`src/rtl/ccl_pass_scheduler_if.sv`:
```
// rtl/ccl_pass_scheduler_if.sv - handshake bundle between frame controller, camera stream and pass scheduler
interface ccl_pass_scheduler_if #(
  parameter int ADDR_W = 16
);
  // Frame controller / camera side
  logic              new_frame_in;
  logic [10:0]       x_in;
  logic [9:0]        y_in;
  logic              valid_in;
  logic              stall_in;

  // Capture write port
  logic              cap_we_out;
  logic [ADDR_W-1:0] cap_addr_out;

  // Scan read port
  logic [ADDR_W-1:0] rd_addr_out;
  logic              rd_en_out;

  // Tags aligned with BRAM read data
  logic              pix_valid_out;
  logic [10:0]       pix_x_out;
  logic [9:0]        pix_y_out;
  logic              pix_first_col_out;
  logic              pix_last_col_out;
  logic              pix_first_row_out;

  // Status
  logic [1:0]        pass_out;
  logic              busy_out;
  logic              done_out;
  logic              dropped_frame_out;

  modport master (
    output new_frame_in, x_in, y_in, valid_in, stall_in,
    input  cap_we_out, cap_addr_out, rd_addr_out, rd_en_out,
    input  pix_valid_out, pix_x_out, pix_y_out,
    input  pix_first_col_out, pix_last_col_out, pix_first_row_out,
    input  pass_out, busy_out, done_out, dropped_frame_out
  );

  modport slave (
    input  new_frame_in, x_in, y_in, valid_in, stall_in,
    output cap_we_out, cap_addr_out, rd_addr_out, rd_en_out,
    output pix_valid_out, pix_x_out, pix_y_out,
    output pix_first_col_out, pix_last_col_out, pix_first_row_out,
    output pass_out, busy_out, done_out, dropped_frame_out
  );
endinterface

```
`src/rtl/ccl_pass_scheduler.sv`:
```
// rtl/ccl_pass_scheduler.sv - capture / first pass / second pass sequencer with latency-matched pixel tags
module ccl_pass_scheduler #(
  parameter int WIDTH        = 320,
  parameter int HEIGHT       = 180,
  parameter int READ_LATENCY = 2,
  parameter int ADDR_W       = $clog2(WIDTH * HEIGHT)
) (
  input logic               clk_in,
  input logic               rst_in,
  ccl_pass_scheduler_if.slave bus
);

  typedef enum logic [2:0] {
    IDLE,
    CAPTURE,
    PASS1,
    DRAIN1,
    PASS2,
    DRAIN2,
    DONE
  } state_t;

  typedef struct packed {
    logic        valid;
    logic [10:0] x;
    logic [9:0]  y;
    logic        first_col;
    logic        last_col;
    logic        first_row;
  } tag_t;

  localparam logic [10:0]       WIDTH_X  = 11'(WIDTH);
  localparam logic [10:0]       X_LAST   = 11'(WIDTH - 1);
  localparam logic [9:0]        HEIGHT_Y = 10'(HEIGHT);
  localparam logic [9:0]        Y_LAST   = 10'(HEIGHT - 1);
  localparam logic [ADDR_W-1:0] WIDTH_A  = ADDR_W'(WIDTH);
  localparam int                DCW      = $clog2(READ_LATENCY + 1);
  localparam logic [DCW-1:0]    DRAIN_LAST = DCW'(READ_LATENCY - 1);

  state_t          state;
  logic [10:0]     scan_x;
  logic [9:0]      scan_y;
  logic [DCW-1:0]  drain_cnt;
  logic [1:0]      pass_q;
  logic            busy_q;
  logic            done_q;
  logic            drop_q;
  tag_t            tag_pipe [READ_LATENCY];

  logic            scanning;
  logic            in_range;
  logic            cap_we;
  logic            rd_en;
  logic            last_issue;
  logic            last_pixel;
  tag_t            issue_tag;

  // Issue-side decode: capture write enable, read issue and the tag launched with each read
  always_comb begin
    scanning   = (state == PASS1) || (state == PASS2);
    in_range   = (bus.x_in < WIDTH_X) && (bus.y_in < HEIGHT_Y);
    cap_we     = (state == CAPTURE) && bus.valid_in && in_range;
    last_pixel = cap_we && (bus.x_in == X_LAST) && (bus.y_in == Y_LAST);
    rd_en      = scanning && !bus.stall_in;
    last_issue = (scan_x == X_LAST) && (scan_y == Y_LAST);
    issue_tag  = '0;
    if (rd_en) begin
      issue_tag.valid     = 1'b1;
      issue_tag.x         = scan_x;
      issue_tag.y         = scan_y;
      issue_tag.first_col = (scan_x == 11'd0);
      issue_tag.last_col  = (scan_x == X_LAST);
      issue_tag.first_row = (scan_y == 10'd0);
    end
  end

  // Addresses are held at zero outside the state that owns them so reset forces every output low
  assign bus.cap_we_out   = cap_we;
  assign bus.cap_addr_out = (state == CAPTURE)
                            ? (ADDR_W'(bus.x_in) + ADDR_W'(bus.y_in) * WIDTH_A)
                            : '0;
  assign bus.rd_en_out    = rd_en;
  assign bus.rd_addr_out  = scanning
                            ? (ADDR_W'(scan_x) + ADDR_W'(scan_y) * WIDTH_A)
                            : '0;

  assign bus.pix_valid_out     = tag_pipe[READ_LATENCY-1].valid;
  assign bus.pix_x_out         = tag_pipe[READ_LATENCY-1].x;
  assign bus.pix_y_out         = tag_pipe[READ_LATENCY-1].y;
  assign bus.pix_first_col_out = tag_pipe[READ_LATENCY-1].first_col;
  assign bus.pix_last_col_out  = tag_pipe[READ_LATENCY-1].last_col;
  assign bus.pix_first_row_out = tag_pipe[READ_LATENCY-1].first_row;

  assign bus.pass_out          = pass_q;
  assign bus.busy_out          = busy_q;
  assign bus.done_out          = done_q;
  assign bus.dropped_frame_out = drop_q;

  // Frame sequencer: state, raster scan counters, drain timer and registered status outputs
  always_ff @(posedge clk_in or posedge rst_in) begin
    if (rst_in) begin
      state     <= IDLE;
      scan_x    <= '0;
      scan_y    <= '0;
      drain_cnt <= '0;
      pass_q    <= 2'd0;
      busy_q    <= 1'b0;
      done_q    <= 1'b0;
      drop_q    <= 1'b0;
    end else begin
      done_q <= 1'b0;
      // Any request outside IDLE is refused, including the DONE cycle itself
      drop_q <= bus.new_frame_in && (state != IDLE);
      case (state)
        IDLE: begin
          if (bus.new_frame_in) begin
            state  <= CAPTURE;
            busy_q <= 1'b1;
          end
        end
        CAPTURE: begin
          if (last_pixel) begin
            state  <= PASS1;
            pass_q <= 2'd1;
            scan_x <= '0;
            scan_y <= '0;
          end
        end
        PASS1, PASS2: begin
          if (rd_en) begin
            if (last_issue) begin
              state     <= (state == PASS1) ? DRAIN1 : DRAIN2;
              drain_cnt <= '0;
            end else if (scan_x == X_LAST) begin
              scan_x <= '0;
              scan_y <= scan_y + 10'd1;
            end else begin
              scan_x <= scan_x + 11'd1;
            end
          end
        end
        DRAIN1: begin
          // The last read leaves the tag pipeline on the final drain cycle
          if (drain_cnt == DRAIN_LAST) begin
            state  <= PASS2;
            pass_q <= 2'd2;
            scan_x <= '0;
            scan_y <= '0;
          end else begin
            drain_cnt <= drain_cnt + 1'b1;
          end
        end
        DRAIN2: begin
          if (drain_cnt == DRAIN_LAST) begin
            state  <= DONE;
            pass_q <= 2'd0;
            done_q <= 1'b1;
          end else begin
            drain_cnt <= drain_cnt + 1'b1;
          end
        end
        DONE: begin
          state  <= IDLE;
          busy_q <= 1'b0;
        end
        default: begin
          state  <= IDLE;
          pass_q <= 2'd0;
          busy_q <= 1'b0;
        end
      endcase
    end
  end

  // Tag delay line matching BRAM read latency; never stalls so issued reads always emerge
  always_ff @(posedge clk_in or posedge rst_in) begin
    if (rst_in) begin
      for (int i = 0; i < READ_LATENCY; i++) begin
        tag_pipe[i] <= '0;
      end
    end else begin
      tag_pipe[0] <= issue_tag;
      for (int i = 1; i < READ_LATENCY; i++) begin
        tag_pipe[i] <= tag_pipe[i-1];
      end
    end
  end

endmodule

```
`src/flat_wrapper.sv`:
```
// flat-port wrapper written by rule: the top's interface ports become plain ports
module ccl_pass_scheduler_flat 
#(
  parameter int WIDTH        = 320,
  parameter int HEIGHT       = 180,
  parameter int READ_LATENCY = 2,
  parameter int ADDR_W       = $clog2(WIDTH * HEIGHT)
)
  (clk_in, rst_in, bus_new_frame_in, bus_x_in, bus_y_in, bus_valid_in, bus_stall_in, bus_cap_we_out, bus_cap_addr_out, bus_rd_addr_out, bus_rd_en_out, bus_pix_valid_out, bus_pix_x_out, bus_pix_y_out, bus_pix_first_col_out, bus_pix_last_col_out, bus_pix_first_row_out, bus_pass_out, bus_busy_out, bus_done_out, bus_dropped_frame_out);
  ccl_pass_scheduler_if #(.ADDR_W(ADDR_W)) bus_i ();
  input logic clk_in;
  input logic rst_in;
  input wire logic [$bits(bus_i.new_frame_in)-1:0] bus_new_frame_in;
  input wire logic [$bits(bus_i.x_in)-1:0] bus_x_in;
  input wire logic [$bits(bus_i.y_in)-1:0] bus_y_in;
  input wire logic [$bits(bus_i.valid_in)-1:0] bus_valid_in;
  input wire logic [$bits(bus_i.stall_in)-1:0] bus_stall_in;
  output wire logic [$bits(bus_i.cap_we_out)-1:0] bus_cap_we_out;
  output wire logic [$bits(bus_i.cap_addr_out)-1:0] bus_cap_addr_out;
  output wire logic [$bits(bus_i.rd_addr_out)-1:0] bus_rd_addr_out;
  output wire logic [$bits(bus_i.rd_en_out)-1:0] bus_rd_en_out;
  output wire logic [$bits(bus_i.pix_valid_out)-1:0] bus_pix_valid_out;
  output wire logic [$bits(bus_i.pix_x_out)-1:0] bus_pix_x_out;
  output wire logic [$bits(bus_i.pix_y_out)-1:0] bus_pix_y_out;
  output wire logic [$bits(bus_i.pix_first_col_out)-1:0] bus_pix_first_col_out;
  output wire logic [$bits(bus_i.pix_last_col_out)-1:0] bus_pix_last_col_out;
  output wire logic [$bits(bus_i.pix_first_row_out)-1:0] bus_pix_first_row_out;
  output wire logic [$bits(bus_i.pass_out)-1:0] bus_pass_out;
  output wire logic [$bits(bus_i.busy_out)-1:0] bus_busy_out;
  output wire logic [$bits(bus_i.done_out)-1:0] bus_done_out;
  output wire logic [$bits(bus_i.dropped_frame_out)-1:0] bus_dropped_frame_out;
  assign bus_i.new_frame_in = bus_new_frame_in;
  assign bus_i.x_in = bus_x_in;
  assign bus_i.y_in = bus_y_in;
  assign bus_i.valid_in = bus_valid_in;
  assign bus_i.stall_in = bus_stall_in;
  assign bus_cap_we_out = bus_i.cap_we_out;
  assign bus_cap_addr_out = bus_i.cap_addr_out;
  assign bus_rd_addr_out = bus_i.rd_addr_out;
  assign bus_rd_en_out = bus_i.rd_en_out;
  assign bus_pix_valid_out = bus_i.pix_valid_out;
  assign bus_pix_x_out = bus_i.pix_x_out;
  assign bus_pix_y_out = bus_i.pix_y_out;
  assign bus_pix_first_col_out = bus_i.pix_first_col_out;
  assign bus_pix_last_col_out = bus_i.pix_last_col_out;
  assign bus_pix_first_row_out = bus_i.pix_first_row_out;
  assign bus_pass_out = bus_i.pass_out;
  assign bus_busy_out = bus_i.busy_out;
  assign bus_done_out = bus_i.done_out;
  assign bus_dropped_frame_out = bus_i.dropped_frame_out;
  ccl_pass_scheduler #(.WIDTH(WIDTH), .HEIGHT(HEIGHT), .READ_LATENCY(READ_LATENCY), .ADDR_W(ADDR_W)) u_core (.clk_in(clk_in), .rst_in(rst_in), .bus(bus_i));
endmodule
```
`config.mk`:
```
export PLATFORM = sky130hd
export DESIGN_NAME = ccl_pass_scheduler_flat
export DESIGN_NICKNAME = d
export VERILOG_FILES = /design/src/rtl/ccl_pass_scheduler_if.sv /design/src/rtl/ccl_pass_scheduler.sv /design/src/flat_wrapper.sv
export SDC_FILE = /design/constraint.sdc
export NUM_CORES = 1
export LEC_CHECK = 0
export CAP_MARGIN = 25
export CORE_MARGIN = 5
export CORE_UTILIZATION = 57
export DETAILED_ROUTE_END_ITERATION = 16
export GPL_TIMING_DRIVEN = 0
export PLACE_DENSITY = 0.86
export SLEW_MARGIN = 5
export SYNTH_ARGS = -nofsm -noshare
export SYNTH_HDL_FRONTEND = slang
export SYNTH_SLANG_ARGS = --single-unit
```
`constraint.sdc`:
```
create_clock -name clk_in -period 8 [get_ports clk_in]
set_clock_uncertainty 0.15 [all_clocks]
set_input_delay 1.6 -clock clk_in [delete_from_list [all_inputs] [get_ports clk_in]]
set_output_delay 1.6 -clock clk_in [all_outputs]
set_load 0.05 [all_outputs]
```
==> run metrics <==
RSZ-0062 raised after global routing false; ANT cells 0; core area 0.00822 mm2; per-cell routed wire length 16.1 um; Longest Clk Path Bufs 2; NumNets Final 666; largest net degree at the start of global routing 75; Port-buffer cells 89; Critical Path AT 5330 ps; commonest non-fill, non-tap cells in the layout clkdlybuf4s50_1 (89), dfrtp_1 (81), ha_1 (41), nor2_1 (40), o21ai_0 (39); initial antenna violation count 0; TritonCTS Buffers 9; Layout area overhead 26.6%; Final Slew Violations 0; Final Hold Fails 0; Max FO, Critical Path 4; commonest non-fill, non-tap cell in the layout clkdlybuf4s50_1; clk slew on worst S/H paths 90 ps; DPL Wire Length 8.51 mm; DR iter-0 viols 195; Die Y 102 um; number of setup buffers added after CTS 0; Slew Limit Headroom 49.1%; gr ovfl total 0; maxcap violations 0; Hold WS 193 ps; Synth Register Bits 81; Peak Freq 0.141 GHz; via count 4,048; die area 0.0104 mm2; Tmin final 7080 ps; hold buffer count at CTS 0; worst slew pin tran 763 ps; syn nets 565; Synth Area per Inst 9.74 um2; synthesized area 0.00481 mm2; iteration count of the initial detailed-routing pass 5; Rows 33; CTS sink count 81; pwr dens 183 mW/mm2; first-pass GRT wire length 18.9 mm; Yosys cell types 54; Worst Setup Start Kind input port; Critical Path RT 6250 ps; ratio of cells with drive above 1 in the final layout 9.50%; antenna viol nets, final 0; Post-synth EDFFs 0; Synth async-reset ratio 100%; Detailed Route WL 11.4 mm; drt drc 0; filler cell count 606; CP endpoint kind output pin; Final setup viols 0; status complete, no violations; Pleak 2.74 nW; overall routing resource usage 22.8%; worst hold path class reg -> reg; TritonCTS clock tree yes; TNS Setup 0 ps; worst-skew pair later-pin latency 350 ps; Worst IR Drop VDD 0.104 mV; Main synth FF type dfrtp_1; kind of critical path in -> out; total power 1.11 mW; vias per cell 5.74; Mapped Cells 494; # resized after CTS 0; final cycle utilization of the critical path 88.5%; H-tree levels 3; root buffer cell clkbuf_8; I/O pin cnt 90; Placer Congestion 0.932; YS warnings 0; vias in the first global route 4,016; die span in x 102 um; Initial Util 58.6%; post-synthesis sequential area ratio 42.1%
-- kinds of logic (layout without fill, tap and decap cells) --
logic type	after synthesis	after routing	synth area share (%)
buf+inv	55	161	6.11
fa+ha+maj	45	45	12.3
compound gates	113	113	14.9
flops	81	81	42.1
xor+xnor	25	25	4.55
simple gates	175	175	20.0
-- power by group --
group	internal (mW)	leakage [nW]	switching (mW)
Sequential	0.440	1.07	0.0311
Clock	0.181	0.113	0.163
Combinational	0.118	1.56	0.182
Total	0.739	2.74	0.376
-- routing by layer --
| metal | GRT usage (%) | share of wire, % |
|---|---|---|
| met5 | 0 | 0 |
| met4 | 6.26 | 1.5 |
| met2 | 38.9 | 49 |
| met3 | 3.00 | 4.4 |
| met1 | 30.7 | 45 |
-- synth_stat cells, types with 5 or more instances --
| cell | count | area share, % |
|---|---|---|
| ha_1 | 41 | 11 |
| or3_1 | 9 | 1.2 |
| xor2_1 | 11 | 2.0 |
| nor3_1 | 18 | 1.9 |
| xnor2_1 | 14 | 2.5 |
| nor2_1 | 40 | 3.1 |
| clkbuf_1 | 11 | 0.86 |
| o21bai_1 | 5 | 0.78 |
| and3_1 | 5 | 0.65 |
| dfrtp_1 | 81 | 42 |
| or4_1 | 5 | 0.78 |
| buf_4 | 21 | 3.3 |
| nand3_1 | 14 | 1.5 |
| nand4_1 | 9 | 1.2 |
| o21ai_0 | 39 | 4.1 |
| a21oi_1 | 23 | 2.4 |
| o31ai_1 | 7 | 1.1 |
| and2_1 | 28 | 3.6 |
| inv_1 | 19 | 1.5 |
| nand2_1 | 17 | 1.3 |
| a21o_1 | 6 | 0.94 |
| a211oi_1 | 10 | 1.6 |
-- per-stage QoR --
stage / cell area [um2] / std cells / utilization, % / setup WS, ps
floorplan: 4810 / 494 / - / 1910
global placement: 5830 / 688 / 71.0 / 945
detailed placement: 5860 / 689 / 71.4 / 909
CTS: 6090 / 705 / 74.1 / 884
global route: 6090 / 705 / 74.1 / 647
finish: 6090 / 705 / 74.1 / 919
-- registers in the layout, summed over array words and instances, names as in the netlist, 2 cells and up --
| name | flops |
|---|---|
| u_core.bus.pix_y_out | 10 |
| u_core.bus.pass_out | 2 |
| u_core.state | 3 |
| u_core.drain_cnt | 2 |
| u_core.bus.pix_x_out | 11 |
| u_core.scan_x | 11 |
| u_core.tag_pipe | 25 |
| u_core.scan_y | 10 |
-- layout make-up --
cell class	instances	area (um2)	area share (%)
clock buffers	9	124	2.03
multi-input cells	358	2490	40.9
clock inverters	7	105	1.73
well taps	105	131	2.16
flip-flops and latches	81	2030	33.3
plain buffers	36	223	3.66
inverters	19	73.8	1.21
repair buffers	90	918	15.1
-- worst max-delay path, stage by stage --
cell and delay [ps]:
clkdlybuf4s50_1 510, ha_1 340, ha_1 230, fa_1 440, a211oi_1 340, nor2_1 110, xor2_1 310, nor4b_1 360
nand3_1 120, a21oi_1 160, clkdlybuf4s50_1 820
-- final timing paths --
check	slack, ps	to	cells past startpoint	start
hold / removal	190	u_core.bus.pix_y_out[2]	0	u_core.tag_pipe[30]
setup / recovery	920	bus_cap_addr_out[15]	11	bus_y_in[1]
max in group asynchronous	5790	u_core.scan_x[8]	3	rst_in
min in group asynchronous	1330	u_core.bus.busy_out	2	rst_in
setup reg to reg	4890	u_core.scan_x[10]	7	u_core.scan_x[9]
hold reg to reg	190	u_core.bus.pix_y_out[2]	0	u_core.tag_pipe[30]
(Power assumes the default switching activity.)
